**src/rtl/fpmul_rr_arbiter.sv**
```systemverilog
// rtl/fpmul_rr_arbiter.sv - round-robin sharing of one FP multiplier among NUM_REQ requesters
// Sequences start/done, holds operands during the multiply, and forces a response on watchdog expiry.
module fpmul_rr_arbiter #(
  parameter int NUM_REQ        = 4,
  parameter int TIMEOUT_CYCLES = 64
) (
  input  logic                  clk,
  input  logic                  rst_n,
  input  logic [NUM_REQ-1:0]    req_valid_i,
  output logic [NUM_REQ-1:0]    req_ready_o,
  input  logic [NUM_REQ*32-1:0] req_a_i,
  input  logic [NUM_REQ*32-1:0] req_b_i,
  output logic [NUM_REQ-1:0]    rsp_valid_o,
  input  logic [NUM_REQ-1:0]    rsp_ready_i,
  output logic [31:0]           rsp_product_o,
  output logic [4:0]            rsp_flags_o,
  output logic                  busy_o,
  output logic [31:0]           mul_a_o,
  output logic [31:0]           mul_b_o,
  output logic                  mul_start_o,
  input  logic                  mul_done_i,
  input  logic                  mul_nan_i,
  input  logic                  mul_inf_i,
  input  logic                  mul_ovf_i,
  input  logic                  mul_udf_i,
  input  logic [31:0]           mul_product_i
);

  localparam int IW = (NUM_REQ > 1) ? $clog2(NUM_REQ) : 1;
  localparam int CW = $clog2(TIMEOUT_CYCLES + 1);

  typedef enum logic [1:0] {
    S_IDLE,
    S_ISSUE,
    S_WAIT,
    S_RESP
  } state_t;

  state_t        r_state;
  state_t        w_next;
  logic [IW-1:0] r_last;
  logic [IW-1:0] r_gnt;
  logic [IW-1:0] w_pick;
  logic [IW-1:0] w_sel;
  logic          w_any;
  logic [CW-1:0] r_cnt;
  logic          w_timeout;
  int            w_idx;

  // First valid requester after the last one served, wrapping around.
  always_comb begin
    w_pick = '0;
    w_any  = 1'b0;
    w_idx  = 0;
    w_sel  = '0;
    for (int i = 1; i <= NUM_REQ; i++) begin
      w_idx = int'(r_last) + i;
      if (w_idx >= NUM_REQ) begin
        w_idx = w_idx - NUM_REQ;
      end
      w_sel = w_idx[IW-1:0];
      if (!w_any && req_valid_i[w_sel]) begin
        w_any  = 1'b1;
        w_pick = w_sel;
      end
    end
  end

  // r_cnt holds the number of cycles elapsed since the start pulse.
  assign w_timeout   = (r_cnt == CW'(TIMEOUT_CYCLES - 1));
  assign busy_o      = (r_state != S_IDLE);
  assign mul_start_o = (r_state == S_ISSUE);

  always_comb begin
    req_ready_o = '0;
    rsp_valid_o = '0;
    if (rst_n && (r_state == S_IDLE) && w_any) begin
      req_ready_o[w_pick] = 1'b1;
    end
    if (r_state == S_RESP) begin
      rsp_valid_o[r_gnt] = 1'b1;
    end
  end

  always_comb begin
    w_next = r_state;
    case (r_state)
      S_IDLE:  if (w_any) w_next = S_ISSUE;
      S_ISSUE: w_next = S_WAIT;
      S_WAIT:  if (mul_done_i || w_timeout) w_next = S_RESP;
      S_RESP:  if (rsp_ready_i[r_gnt]) w_next = S_IDLE;
      default: w_next = S_IDLE;
    endcase
  end

  always_ff @(posedge clk or negedge rst_n) begin
    if (!rst_n) begin
      r_state       <= S_IDLE;
      r_last        <= IW'(NUM_REQ - 1);
      r_gnt         <= '0;
      r_cnt         <= '0;
      mul_a_o       <= '0;
      mul_b_o       <= '0;
      rsp_product_o <= '0;
      rsp_flags_o   <= '0;
    end else begin
      r_state <= w_next;
      case (r_state)
        S_IDLE: begin
          if (w_any) begin
            r_gnt   <= w_pick;
            mul_a_o <= req_a_i[32*w_pick +: 32];
            mul_b_o <= req_b_i[32*w_pick +: 32];
          end
        end
        S_ISSUE: r_cnt <= CW'(1);
        S_WAIT: begin
          if (mul_done_i) begin
            rsp_product_o <= mul_product_i;
            rsp_flags_o   <= {1'b0, mul_udf_i, mul_ovf_i, mul_inf_i, mul_nan_i};
          end else if (w_timeout) begin
            rsp_product_o <= 32'h7FC0_0000;
            rsp_flags_o   <= 5'b10000;
          end else begin
            r_cnt <= r_cnt + CW'(1);
          end
        end
        S_RESP: begin
          if (rsp_ready_i[r_gnt]) begin
            r_last <= r_gnt;
          end
        end
        default: ;
      endcase
    end
  end

endmodule

```
**config.mk**
```make
export PLATFORM = sky130hd
export DESIGN_NAME = fpmul_rr_arbiter
export DESIGN_NICKNAME = d
export VERILOG_FILES = /design/src/rtl/fpmul_rr_arbiter.sv
export SDC_FILE = /design/constraint.sdc
export NUM_CORES = 1
export LEC_CHECK = 0
export BUFFER_PORTS_ARGS = -buffer_cell sky130_fd_sc_hd__clkbuf_2
export CAP_MARGIN = 5
export CORE_AREA = 2 2 163 165
export CTS_CLUSTER_SIZE = 8
export DETAILED_ROUTE_END_ITERATION = 8
export DIE_AREA = 0 0 165 167
export PLACE_DENSITY_LB_ADDON = 0.15
export SLEW_MARGIN = 40
export SYNTH_ARGS = -nofsm -noshare
export SYNTH_HDL_FRONTEND = slang
export SYNTH_SLANG_ARGS = --single-unit
export TNS_END_PERCENT = 5
```
**constraint.sdc**
```tcl
create_clock -name clk -period 3.5 [get_ports clk]
set_clock_uncertainty 0.15 [all_clocks]
set_input_delay 1.05 -clock clk [delete_from_list [all_inputs] [get_ports clk]]
set_output_delay 1.05 -clock clk [all_outputs]
set_load 0.01 [all_outputs]
```
==> flow_summary.toml <==
[status]
status = "finished clean"

[route]
ant_nets = 0
wl_met1_mm = 10.4
drt-vias-per-instance = 4.91
drtIter0Drc = 371
wl_mm = 25.8
vias = 6903
dr.pass1.iters = 5
drcViolationCount = 0
wl_per_cell_um = 18.3
wl_met2_mm = 12.9
top_layer = "met4"
wl_met3_mm = 2.02

[floorplan]
initial_core_util_pct = 25.6
fp-row-count = 59
floorplan.die_area_mm2 = 0.0276
die_w_um = 165
die_y_um = 167
ios = 414
core_mm2 = 0.0258

[place]
gp_congestion = 0.748
io_buffer_count = 413
dp_hpwl_mm = 19.2
dp_cells = 1373

[synthesis]
ys_types = 55
ys.flop_type = "dfrtp_1"
synth-xor-area-share_pct = 0
ys_async_sr_fraction_pct = 100
ys_seq_area_share_pct = 43.3
synth_top_area_share_pct = 42.5
synth-compound-area-share_pct = 30.4
synth_edf_count = 0
synth_nets = 971
synth_top_area_cell = "dfrtp_1"
synthMuxAreaShare_pct = 10.7
synth_area_leaders = "dfrtp_1 (43%), mux2i_1 (9.9%), a221oi_1 (6.5%)"
synth_area_per_cell_um2 = 9.95
synth_fa_ha_area_share_pct = 1.14
synth_top_family_by_area = "compound AO/OA/AOI/OAI gates"
synth-seq-cells = 114
synth-simple-area-share_pct = 9.15
syn_inst = 662
syn_area_mm2 = 0.00659
yosys_warnings = 0

[grt]
grt_pass1_vias = 6812
overflow = 0
grt_max_degree = 99
antenna_found_initial = 0
grt_pass1_wl_mm = 38.1
grtUsageTotal_pct = 18.0

[finish]
area_growth_pct = 46.4
insertedDiodeCount = 0
layout_common_cells = "clkbuf_2 (412), dfrtp_1 (112), o21ai_0 (68)"
final_common_cell = "clkbuf_2"
layout-drive-gt1-share_pct = 46.0
finalNetCount = 1366
final_cells = 1405

[hold_path]
hold_path_class = "in2async"

[run]
maxCapViolations = 0

[worst_setup_path]
cp.required_ns = 2.30
startpoint_type = "input pin"
end_kind = "output port"
cp_max_fo = 9
critPathKind = "in2out"
cp.arrival_ns = 2.16

[timing]
fin_crit_sh_pct = 95.9
rsz0062_at_grt = "no"
finalSetupViolations = 0
drv_slew = 0
max_freq_mhz = 298
slew_headroom_pct = 52.3
worst_slew_pin_slew_ns = 0.714
timing.hold.ws_ns = 0.322
period_needed_ns = 3.36
hold_viol = 0
tns_ns = 0

[clock_tree]
ctsResizeCount = 0
clock_path_buffers = 2
root_buffer = "clkbuf_16"
clk_pin_slew_ns = 0.06
cts-buffers-inserted = 17
cts_setup_buffers = 0
cts_max_level = 4
clock_sinks = 114
cts_tree = "done"
clk_latency_ns = 0.41
cts_hold_buf = 0

[power]
irDropWorstVdd_v = 0.000349
p_leak_uw = 0.00491
p_per_area_mw_per_mm2 = 853
## routing by layer
metal / vias up / global-route usage, %
met5: - / 0
met4: 0 / 4.99
met3: 22 / 5.11
met2: 277 / 31.4
met1: 3263 / 21.5
li1: 3341 / -
## sequential cells by signal (all words and copies together), names as in the netlist
register	cells
rsp_flags_o	5
r_cnt	7
r_last	2
r_state	2
rsp_product_o	32
mul_a_o	32
r_gnt	2
mul_b_o	32
## path summary, 6_finish.rpt
path | cells after the start | to | start | slack, ns
max in group asynchronous | 2 | mul_a_o[3]$_DFFE_PN0P_ | rst_n | 1.96
worst max-delay path | 5 | req_ready_o[2] | req_valid_i[0] | 0.14
worst min register to register | 1 | rsp_product_o[26]$_DFFE_PN0P_ | rsp_product_o[26]$_DFFE_PN0P_ | 0.34
worst max register to register | 7 | mul_b_o[12]$_DFFE_PN0P_ | r_state[0]$_DFFE_PN0P_ | 1.15
worst min-delay path | 1 | mul_b_o[3]$_DFFE_PN0P_ | rst_n | 0.32
min in group clk | 1 | rsp_product_o[26]$_DFFE_PN0P_ | rsp_product_o[26]$_DFFE_PN0P_ | 0.34
## critical path, cell delays in order
cell,delay (ns)
clkbuf_2,0.16
nor2_1,0.35
o221a_2,0.28
and3_1,0.17
clkbuf_2,0.15
## area by class of cell
type	instances	area, µm²
multi-input cells	481	3440
clock buffers	17	425
flip-flops and latches	114	2860
clock inverters	15	163
fillers	2681	16100
inverters	8	30.0
well taps	335	419
repair buffers	435	2300
## stage by stage
step           util (%)  total power [µW]  area [µm²]  setup WS, ns
5_1_grt            37.4              8880        9640        0.0303
6_report           37.4              8220        9640         0.145
4_1_cts            37.4              8370        9640         0.117
3_3_place_gp       35.1              6500        9050         0.133
2_1_floorplan         -              4960        6590        0.0867
3_5_place_dp       35.1              6540        9050         0.121
## kinds of logic after synthesis
kind of cell,after synthesis
and+or+nand+nor,130
adders and majority gates,6
buffers and inverters,67
muxes,69
DFF,114
AOI/OAI and AO/OA,276
## cells in the mapped netlist (2+ instances only)
cell type,number
a21o_1,16
a21oi_1,9
a221oi_1,49
a22o_1,29
a31oi_1,2
and3_1,4
and4_1,2
buf_2,10
buf_4,11
buf_6,3
clkbuf_1,29
clkbuf_2,4
dfrtp_1,112
dfstp_2,2
ha_1,6
inv_1,8
mux2_2,3
mux2i_1,65
nand2_1,28
nand2b_1,19
nand3_1,3
nand4_1,2
nor2_1,58
nor2b_1,3
nor3_1,2
o211a_1,15
o211ai_1,2
o21ai_0,68
o21ai_1,15
o22a_1,9
o22ai_1,44
o22ai_2,7
## power by group
| group | leakage, µW | internal, µW | switching (µW) | total, µW |
|---|---|---|---|---|
| clock network | 0.000285 | 1010 | 759 | 1770 |
| registers | 0.00129 | 1930 | 420 | 2350 |
| logic | 0.00334 | 1800 | 2310 | 4100 |
| total | 0.00491 | 4740 | 3480 | 8220 |
Note: power is estimated with default switching activity, not from simulation.
